===== src/rtl/ysyx_23060203_rd_xbar_if.sv =====
`default_nettype none
// ============================================================================
// axi_if : AXI4 read-channel bundle (AR + R) shared by the read crossbar ports
// Revision: 1.0
// ============================================================================
interface axi_if;
    logic [31:0] araddr;
    logic [3:0]  arid;
    logic [7:0]  arlen;
    logic [2:0]  arsize;
    logic [1:0]  arburst;
    logic        arvalid;
    logic        arready;
    logic [31:0] rdata;
    logic [1:0]  rresp;
    logic        rlast;
    logic [3:0]  rid;
    logic        rvalid;
    logic        rready;

    // Subordinate side: receives AR, returns R
    modport in (
        input  araddr, arid, arlen, arsize, arburst, arvalid, rready,
        output arready, rdata, rresp, rlast, rid, rvalid
    );

    // Manager side: issues AR, accepts R
    modport out (
        output araddr, arid, arlen, arsize, arburst, arvalid, rready,
        input  arready, rdata, rresp, rlast, rid, rvalid
    );
endinterface
`default_nettype wire


===== src/rtl/ysyx_23060203_rd_xbar.sv =====
`default_nettype none
// ============================================================================
// ysyx_23060203_rd_xbar : one-outstanding AXI4 read router, CLINT window vs SoC
// Revision: 1.0
// ============================================================================
module ysyx_23060203_rd_xbar #(
    parameter logic [31:0] CLINT_BASE = 32'h0200_0000,
    parameter logic [31:0] CLINT_MASK = 32'hFFFF_0000
) (
    input  logic  clock,
    input  logic  reset,
    axi_if.in     up,
    axi_if.out    clint,
    axi_if.out    soc
);

    typedef enum logic [2:0] {
        IDLE    = 3'd0,
        SOC_AR  = 3'd1,
        SOC_R   = 3'd2,
        CLINT_R = 3'd3,
        ERR_R   = 3'd4
    } state_t;

    state_t      state_q, state_d;
    logic [31:0] addr_q, addr_d;
    logic [3:0]  id_q, id_d;
    logic [7:0]  len_q, len_d;
    logic [2:0]  size_q, size_d;
    logic [1:0]  burst_q, burst_d;

    logic hit;
    assign hit = (up.araddr & CLINT_MASK) == CLINT_BASE;

    // CLINT always answers with a single OKAY beat; its R handshake flags are not needed
    logic unused_clint;
    assign unused_clint = &{1'b0, clint.arready, clint.rvalid, clint.rlast, clint.rid};

    always_ff @(posedge clock) begin
        if (reset) begin
            state_q <= IDLE;
            addr_q  <= '0;
            id_q    <= '0;
            len_q   <= '0;
            size_q  <= '0;
            burst_q <= '0;
        end else begin
            state_q <= state_d;
            addr_q  <= addr_d;
            id_q    <= id_d;
            len_q   <= len_d;
            size_q  <= size_d;
            burst_q <= burst_d;
        end
    end

    always_comb begin
        state_d = state_q;
        addr_d  = addr_q;
        id_d    = id_q;
        len_d   = len_q;
        size_d  = size_q;
        burst_d = burst_q;

        up.arready = 1'b0;
        up.rvalid  = 1'b0;
        up.rdata   = '0;
        up.rresp   = '0;
        up.rlast   = 1'b0;
        up.rid     = '0;

        soc.araddr  = addr_q;
        soc.arid    = id_q;
        soc.arlen   = len_q;
        soc.arsize  = size_q;
        soc.arburst = burst_q;
        soc.arvalid = 1'b0;
        soc.rready  = 1'b0;

        // Latched address keeps CLINT rdata stable while a beat is stalled
        clint.araddr  = addr_q;
        clint.arid    = id_q;
        clint.arlen   = 8'd0;
        clint.arsize  = 3'd2;
        clint.arburst = 2'b01;
        clint.arvalid = 1'b0;
        clint.rready  = 1'b0;

        if (!reset) begin
            unique case (state_q)
                IDLE: begin
                    if (up.arvalid) begin
                        if (hit) begin
                            up.arready = 1'b1;
                            id_d       = up.arid;
                            if (up.arlen == 8'd0) begin
                                addr_d  = up.araddr;
                                state_d = CLINT_R;
                            end else begin
                                state_d = ERR_R;
                            end
                        end else begin
                            soc.araddr  = up.araddr;
                            soc.arid    = up.arid;
                            soc.arlen   = up.arlen;
                            soc.arsize  = up.arsize;
                            soc.arburst = up.arburst;
                            soc.arvalid = 1'b1;
                            up.arready  = soc.arready;
                            addr_d      = up.araddr;
                            id_d        = up.arid;
                            len_d       = up.arlen;
                            size_d      = up.arsize;
                            burst_d     = up.arburst;
                            state_d     = soc.arready ? SOC_R : SOC_AR;
                        end
                    end
                end
                SOC_AR: begin
                    soc.arvalid = 1'b1;
                    if (soc.arready) begin
                        state_d = SOC_R;
                    end
                end
                SOC_R: begin
                    up.rvalid  = soc.rvalid;
                    up.rdata   = soc.rdata;
                    up.rresp   = soc.rresp;
                    up.rlast   = soc.rlast;
                    up.rid     = soc.rid;
                    soc.rready = up.rready;
                    if (soc.rvalid && up.rready && soc.rlast) begin
                        state_d = IDLE;
                    end
                end
                CLINT_R: begin
                    clint.arvalid = 1'b1;
                    clint.rready  = up.rready;
                    up.rvalid     = 1'b1;
                    up.rdata      = clint.rdata;
                    up.rresp      = clint.rresp;
                    up.rlast      = 1'b1;
                    up.rid        = id_q;
                    if (up.rready) begin
                        state_d = IDLE;
                    end
                end
                ERR_R: begin
                    up.rvalid = 1'b1;
                    up.rresp  = 2'b10;
                    up.rlast  = 1'b1;
                    up.rid    = id_q;
                    if (up.rready) begin
                        state_d = IDLE;
                    end
                end
                default: state_d = IDLE;
            endcase
        end
    end

endmodule
`default_nettype wire


===== src/flat_wrapper.sv =====
// flat-port wrapper written by rule: the top's interface ports become plain ports
module ysyx_23060203_rd_xbar_flat 
#(
    parameter logic [31:0] CLINT_BASE = 32'h0200_0000,
    parameter logic [31:0] CLINT_MASK = 32'hFFFF_0000
)
  (clock, reset, up_araddr, up_arid, up_arlen, up_arsize, up_arburst, up_arvalid, up_rready, up_arready, up_rdata, up_rresp, up_rlast, up_rid, up_rvalid, clint_araddr, clint_arid, clint_arlen, clint_arsize, clint_arburst, clint_arvalid, clint_rready, clint_arready, clint_rdata, clint_rresp, clint_rlast, clint_rid, clint_rvalid, soc_araddr, soc_arid, soc_arlen, soc_arsize, soc_arburst, soc_arvalid, soc_rready, soc_arready, soc_rdata, soc_rresp, soc_rlast, soc_rid, soc_rvalid);
  axi_if up_i ();
  axi_if clint_i ();
  axi_if soc_i ();
  input  logic clock;
  input  logic reset;
  input wire logic [$bits(up_i.araddr)-1:0] up_araddr;
  input wire logic [$bits(up_i.arid)-1:0] up_arid;
  input wire logic [$bits(up_i.arlen)-1:0] up_arlen;
  input wire logic [$bits(up_i.arsize)-1:0] up_arsize;
  input wire logic [$bits(up_i.arburst)-1:0] up_arburst;
  input wire logic [$bits(up_i.arvalid)-1:0] up_arvalid;
  input wire logic [$bits(up_i.rready)-1:0] up_rready;
  output wire logic [$bits(up_i.arready)-1:0] up_arready;
  output wire logic [$bits(up_i.rdata)-1:0] up_rdata;
  output wire logic [$bits(up_i.rresp)-1:0] up_rresp;
  output wire logic [$bits(up_i.rlast)-1:0] up_rlast;
  output wire logic [$bits(up_i.rid)-1:0] up_rid;
  output wire logic [$bits(up_i.rvalid)-1:0] up_rvalid;
  output wire logic [$bits(clint_i.araddr)-1:0] clint_araddr;
  output wire logic [$bits(clint_i.arid)-1:0] clint_arid;
  output wire logic [$bits(clint_i.arlen)-1:0] clint_arlen;
  output wire logic [$bits(clint_i.arsize)-1:0] clint_arsize;
  output wire logic [$bits(clint_i.arburst)-1:0] clint_arburst;
  output wire logic [$bits(clint_i.arvalid)-1:0] clint_arvalid;
  output wire logic [$bits(clint_i.rready)-1:0] clint_rready;
  input wire logic [$bits(clint_i.arready)-1:0] clint_arready;
  input wire logic [$bits(clint_i.rdata)-1:0] clint_rdata;
  input wire logic [$bits(clint_i.rresp)-1:0] clint_rresp;
  input wire logic [$bits(clint_i.rlast)-1:0] clint_rlast;
  input wire logic [$bits(clint_i.rid)-1:0] clint_rid;
  input wire logic [$bits(clint_i.rvalid)-1:0] clint_rvalid;
  output wire logic [$bits(soc_i.araddr)-1:0] soc_araddr;
  output wire logic [$bits(soc_i.arid)-1:0] soc_arid;
  output wire logic [$bits(soc_i.arlen)-1:0] soc_arlen;
  output wire logic [$bits(soc_i.arsize)-1:0] soc_arsize;
  output wire logic [$bits(soc_i.arburst)-1:0] soc_arburst;
  output wire logic [$bits(soc_i.arvalid)-1:0] soc_arvalid;
  output wire logic [$bits(soc_i.rready)-1:0] soc_rready;
  input wire logic [$bits(soc_i.arready)-1:0] soc_arready;
  input wire logic [$bits(soc_i.rdata)-1:0] soc_rdata;
  input wire logic [$bits(soc_i.rresp)-1:0] soc_rresp;
  input wire logic [$bits(soc_i.rlast)-1:0] soc_rlast;
  input wire logic [$bits(soc_i.rid)-1:0] soc_rid;
  input wire logic [$bits(soc_i.rvalid)-1:0] soc_rvalid;
  assign up_i.araddr = up_araddr;
  assign up_i.arid = up_arid;
  assign up_i.arlen = up_arlen;
  assign up_i.arsize = up_arsize;
  assign up_i.arburst = up_arburst;
  assign up_i.arvalid = up_arvalid;
  assign up_i.rready = up_rready;
  assign up_arready = up_i.arready;
  assign up_rdata = up_i.rdata;
  assign up_rresp = up_i.rresp;
  assign up_rlast = up_i.rlast;
  assign up_rid = up_i.rid;
  assign up_rvalid = up_i.rvalid;
  assign clint_araddr = clint_i.araddr;
  assign clint_arid = clint_i.arid;
  assign clint_arlen = clint_i.arlen;
  assign clint_arsize = clint_i.arsize;
  assign clint_arburst = clint_i.arburst;
  assign clint_arvalid = clint_i.arvalid;
  assign clint_rready = clint_i.rready;
  assign clint_i.arready = clint_arready;
  assign clint_i.rdata = clint_rdata;
  assign clint_i.rresp = clint_rresp;
  assign clint_i.rlast = clint_rlast;
  assign clint_i.rid = clint_rid;
  assign clint_i.rvalid = clint_rvalid;
  assign soc_araddr = soc_i.araddr;
  assign soc_arid = soc_i.arid;
  assign soc_arlen = soc_i.arlen;
  assign soc_arsize = soc_i.arsize;
  assign soc_arburst = soc_i.arburst;
  assign soc_arvalid = soc_i.arvalid;
  assign soc_rready = soc_i.rready;
  assign soc_i.arready = soc_arready;
  assign soc_i.rdata = soc_rdata;
  assign soc_i.rresp = soc_rresp;
  assign soc_i.rlast = soc_rlast;
  assign soc_i.rid = soc_rid;
  assign soc_i.rvalid = soc_rvalid;
  ysyx_23060203_rd_xbar #(.CLINT_BASE(CLINT_BASE), .CLINT_MASK(CLINT_MASK)) u_core (.clock(clock), .reset(reset), .up(up_i), .clint(clint_i), .soc(soc_i));
endmodule

===== config.mk =====
export PLATFORM = sky130hd
export DESIGN_NAME = ysyx_23060203_rd_xbar_flat
export DESIGN_NICKNAME = d
export VERILOG_FILES = /design/src/rtl/ysyx_23060203_rd_xbar_if.sv /design/src/rtl/ysyx_23060203_rd_xbar.sv /design/src/flat_wrapper.sv
export SDC_FILE = /design/constraint.sdc
export NUM_CORES = 1
export LEC_CHECK = 0
export BUFFER_PORTS_ARGS = -buffer_cell sky130_fd_sc_hd__buf_4
export CAP_MARGIN = 20
export CORE_AREA = 2 2 107 109
export DETAILED_ROUTE_END_ITERATION = 6
export DIE_AREA = 0 0 109 111
export MAX_ROUTING_LAYER = met4
export PLACE_DENSITY_LB_ADDON = 0.05
export SYNTH_ARGS = -nofsm -noshare
export SYNTH_HDL_FRONTEND = slang
export SYNTH_SLANG_ARGS = --single-unit

===== constraint.sdc =====
create_clock -name clock -period 3.3 [get_ports clock]
set_clock_uncertainty 0.15 [all_clocks]
set_input_delay 0.33 -clock clock [delete_from_list [all_inputs] [get_ports clock]]
set_output_delay 0.33 -clock clock [all_outputs]
set_load 0.03 [all_outputs]

==> summary by stage <==
Run status
The flow ran to the end, and the final reports show no timing, DRC or antenna violations.

Clock tree
The clock passes through at most 2 buffers. Hold repair after CTS inserted 0 buffers. In this run the number of H-tree levels came out at 2.

In this run the clock root is driven by a sky130_fd_sc_hd__clkbuf_16. The CTS tree is done. The number of cells upsized or downsized after cts is 0. Once the clock tree was built, the setup fixing pass inserted 0 buffers. The clock drives 52 sinks. The total CTS buffers is 5.

Clock latency on the worst-skew pair, taken at its later pin, is approximately 0.28 ns. The CTS clock-pin slew for the worst setup and hold paths is approximately 0.070 ns.

GRT
The first-pass GRT wire length is 18200 um. Entering global routing, the biggest net connects just over 50 pins. The number of global-route vias before repair is 3550. For this run, the total global-route usage over all layers was measured as between 10% and 20%. Summed over all layers, the global routing overflow is 0. The number of antenna violations at the first check in global routing came to 0.

STA
Based on the critical path, the design can be clocked at up to between 0.3 and 0.4 GHz. The number of failing hold endpoints at the final stage came to 0. In this run the tightest slew margin relative to its limit is between 50% and 60%. Subtracting the final worst setup slack from the clock period gives 3.06 ns. The final setup violation count is 0. Setup repair after global routing left no endpoint under its margin. For the final routed database, the setup TNS stands at 0 ns. The max-slew violation count is 0. At the pin with the least slew margin, the transition time is just over 0.7 ns. The final critical path takes up about 90% of the cycle.

Route
The DRC violation count after routing is 0. After detailed routing, the total wire length is 11800 um. The detailed router finished its first iteration with 175 violations. Using the TritonRoute via totals, the vias-per-cell ratio works out to 4.84.

Before antenna repair, the detailed router went through 4 iterations. The wire length per cell after detailed routing is around 15 um. The count of vias placed by the detailed router is 3773.

The number of routed nets with antenna violations is 0.

Floorplanning
The core region is 11100 um^2. The boundary pin count is between 200 and 300. The initial utilization of the core area, before any placement, comes to between 30% and 40%. After floorplanning, the core was divided into 39 placement rows. The vertical die dimension is between 100 and 150 um.

From left edge to right edge, the die measures about 110 um. The floorplan step defined a die boundary enclosing between 10000 and 15000 um^2.

Setup path
The worst setup path category is register to output port. The launching element of the worst setup path is u_core.state_q[2]$_SDFFE_PP0P_. The capturing element of the worst setup path is soc_arid[0]. The kind of launch point of the worst setup path is a register.

The kind of capture point of the worst setup path is an output port. At the worst endpoint, the required time is about 2.8 ns. At the worst endpoint, the arrival time is around 2.6 ns. The maximum fanout count along the critical path is 28. The startpoint identified for the worst register-to-register timing path is u_core.state_q[2]$_SDFFE_PP0P_.

The number of cells on the worst reg-to-reg path is 6. The minimum setup slack among reg-to-reg paths is ~0.97 ns. The capture instance of the worst register-to-register path is u_core.len_q[2]$_SDFF_PP0_.

Synthesis
The compound-cell area share of the yosys netlist is 19.8%. The synthesized area is approximately 3600 um^2. Of the total synthesized cell area, the portion taken by AND, OR, NAND and NOR gates is 17.8%. The portion of synthesized area spent on multiplexers is 24.3%.

For this run, the number of Yosys warnings is 0. The sequential element share of the synthesized area is 29.3%. The register bit count reported by yosys is 52. The count of distinct cell types in the synthesized netlist is 48. The cell with the most instances after synthesis is sky130_fd_sc_hd__nand2_1. By area the synthesized netlist is led by sky130_fd_sc_hd__dfxtp_1 (29%), sky130_fd_sc_hd__mux2_4 (12%), sky130_fd_sc_hd__mux2i_1 (9.9%). By area, the combinational part of the netlist is dominated by multiplexers.

The share of synthesized cell area in full adder, half adder and majority cells is 0%. The commonest cells after synthesis are sky130_fd_sc_hd__nand2_1 (56), sky130_fd_sc_hd__dfxtp_1 (52), sky130_fd_sc_hd__mux2i_1 (35), sky130_fd_sc_hd__a22o_1 (33), sky130_fd_sc_hd__mux2_4 (29). The post-synthesis average cell area is slightly above 9 um^2.

The count of flip-flops with a built-in enable after synthesis is 0. The number of instances in the synthesized netlist is a little under 400. For this run, asynchronously set or reset flops after synthesis account for 0%. The cell type with the highest aggregate area in the netlist is sky130_fd_sc_hd__dfxtp_1. The share of Yosys cell area claimed by the top area cell type is slightly below 30%. Of the total synthesized cell area, the portion taken by XOR and XNOR cells is 0%. The most used flip-flop cell after synthesis is sky130_fd_sc_hd__dfxtp_1.

Finish
The count of non-filler cells in the finished layout is around 780. Once layout is complete, the utilization of the core stands at between 50% and 60%. The total number of nets in the final design is 770. With fillers left out, the area of the finished cells amounts to 5710 um^2. The layout cell share with drive strength beyond 1 is between 50 and 60%. The area growth from synthesis to final layout is 60.6%.

The count of inserted antenna diode cells is 0.

Run
The count of max-cap constraint violations is 0.

Placed design
At the end of routability-driven placement, the weighted congestion stood at ~0.83. Once placement completed, the tool counted placed cells totaling 770. Port buffering added 257 buffers.

The placed instances occupy a cell area of about 5500 um^2. The post-detailed-placement half-perimeter wirelength is 9180 um.

Pwr
For this design the static power due to leakage is between 2 and 3 nW. Sequential cells account for a little under a quarter of the total power. In this run the power density over the cells is between 600 and 700 nW/um^2.

In this run, the clock network consumes about 15% of the power. The combinational fraction of design power is 61.9%. Across the VDD grid, the largest voltage drop is around 270 uV.

The net switching power is 1.57 mW. Net switching is 44.1% of the power. Cell internal power was estimated by the tool at between 1.5 and 2 mW.

Worst hold path
The tightest min-delay check is of the input pin to register type.
==> final cells by class <==
cell class	instances	area, um^2
clock inverter	2	10.0
inverter	4	15.0
tap	143	179
fill	1083	5370
sequential	52	1040
timing repair buffer	271	2070
clock buffer	6	139
multi-input combinational	301	2260
==> cell families after synthesis <==
logic type             after synthesis
buffers and inverters               49
flip-flops                          52
AND/OR/NAND/NOR                    128
multiplexers                        71
AO/OA/AOI/OAI                       89
other                                2
==> layout by cell type (no fill, tap or decap), types with 13 or more instances in the layout <==
cell                      instances
sky130_fd_sc_hd__dfxtp_1         52
sky130_fd_sc_hd__nor2_1          26
sky130_fd_sc_hd__a22o_1          33
sky130_fd_sc_hd__a21bo_1         15
sky130_fd_sc_hd__buf_4          269
sky130_fd_sc_hd__nand2_1         56
sky130_fd_sc_hd__mux2_4          29
sky130_fd_sc_hd__nand3_1         20
sky130_fd_sc_hd__mux2i_1         35
sky130_fd_sc_hd__conb_1          13
==> flip-flops by register name, indices dropped and copies added (netlist names) <==
name and count:
u_core.state_q 3, u_core.clint.arid 4, u_core.burst_q 2, u_core.clint.araddr 32
u_core.size_q 3, u_core.len_q 8
==> critical path, cell delays in order, from the launching register on <==
cell	delay (ns)
sky130_fd_sc_hd__dfxtp_1	0.40
sky130_fd_sc_hd__or4b_1	0.66
sky130_fd_sc_hd__nor2_8	0.28
sky130_fd_sc_hd__nand2_4	0.22
sky130_fd_sc_hd__buf_12	0.24
sky130_fd_sc_hd__mux2_4	0.31
sky130_fd_sc_hd__buf_4	0.17
==> worst min path at each step <==
stage / from / end / slack, ns / cells after the start
4_1_cts: up_arsize[2] / u_core.size_q[2]$_SDFF_PP0_ / 0.14 / 3
3_5_place_dp: u_core.clint.araddr[19]$_SDFFE_PP0P_ / u_core.clint.araddr[19]$_SDFFE_PP0P_ / 0.31 / 2
6_report: up_arsize[2] / u_core.size_q[2]$_SDFF_PP0_ / 0.14 / 3
3_3_place_gp: u_core.clint.araddr[18]$_SDFFE_PP0P_ / u_core.clint.araddr[18]$_SDFFE_PP0P_ / 0.31 / 2
2_1_floorplan: u_core.burst_q[0]$_SDFF_PP0_ / u_core.burst_q[0]$_SDFF_PP0_ / 0.31 / 2
5_1_grt: up_arburst[0] / u_core.burst_q[0]$_SDFF_PP0_ / 0.15 / 3
==> through the flow <==
stage          hold slack [ns]  worst slack (ns)  total power, mW
2_1_floorplan            0.306             0.792             2.31
3_3_place_gp             0.306             0.534             3.04
3_5_place_dp             0.306             0.524             3.05
4_1_cts                  0.136             0.222             3.59
5_1_grt                  0.148             0.140             3.76
6_report                 0.136             0.239             3.57
==> power by group through the flow <==
stage / clock network, mW / logic, mW / registers, mW
after floorplan: 0 / 1.32 / 0.989
after global placement: 0 / 2.20 / 0.842
after detailed placement: 0 / 2.21 / 0.845
after CTS: 0.551 / 2.21 / 0.832
after global routing: 0.566 / 2.35 / 0.849
final: 0.529 / 2.21 / 0.832
==> metal layers <==
metal / GRT usage [%] / wire length [um] / up-vias
li1: - / - / 1866
met1: 25.7 / 5050 / 1746
met2: 30.4 / 5720 / 151
met3: 4.00 / 867 / 10
met4: 3.59 / 131 / 0
met5: - / 0 / -
No activity file was read; power rests on OpenSTA's default activity.
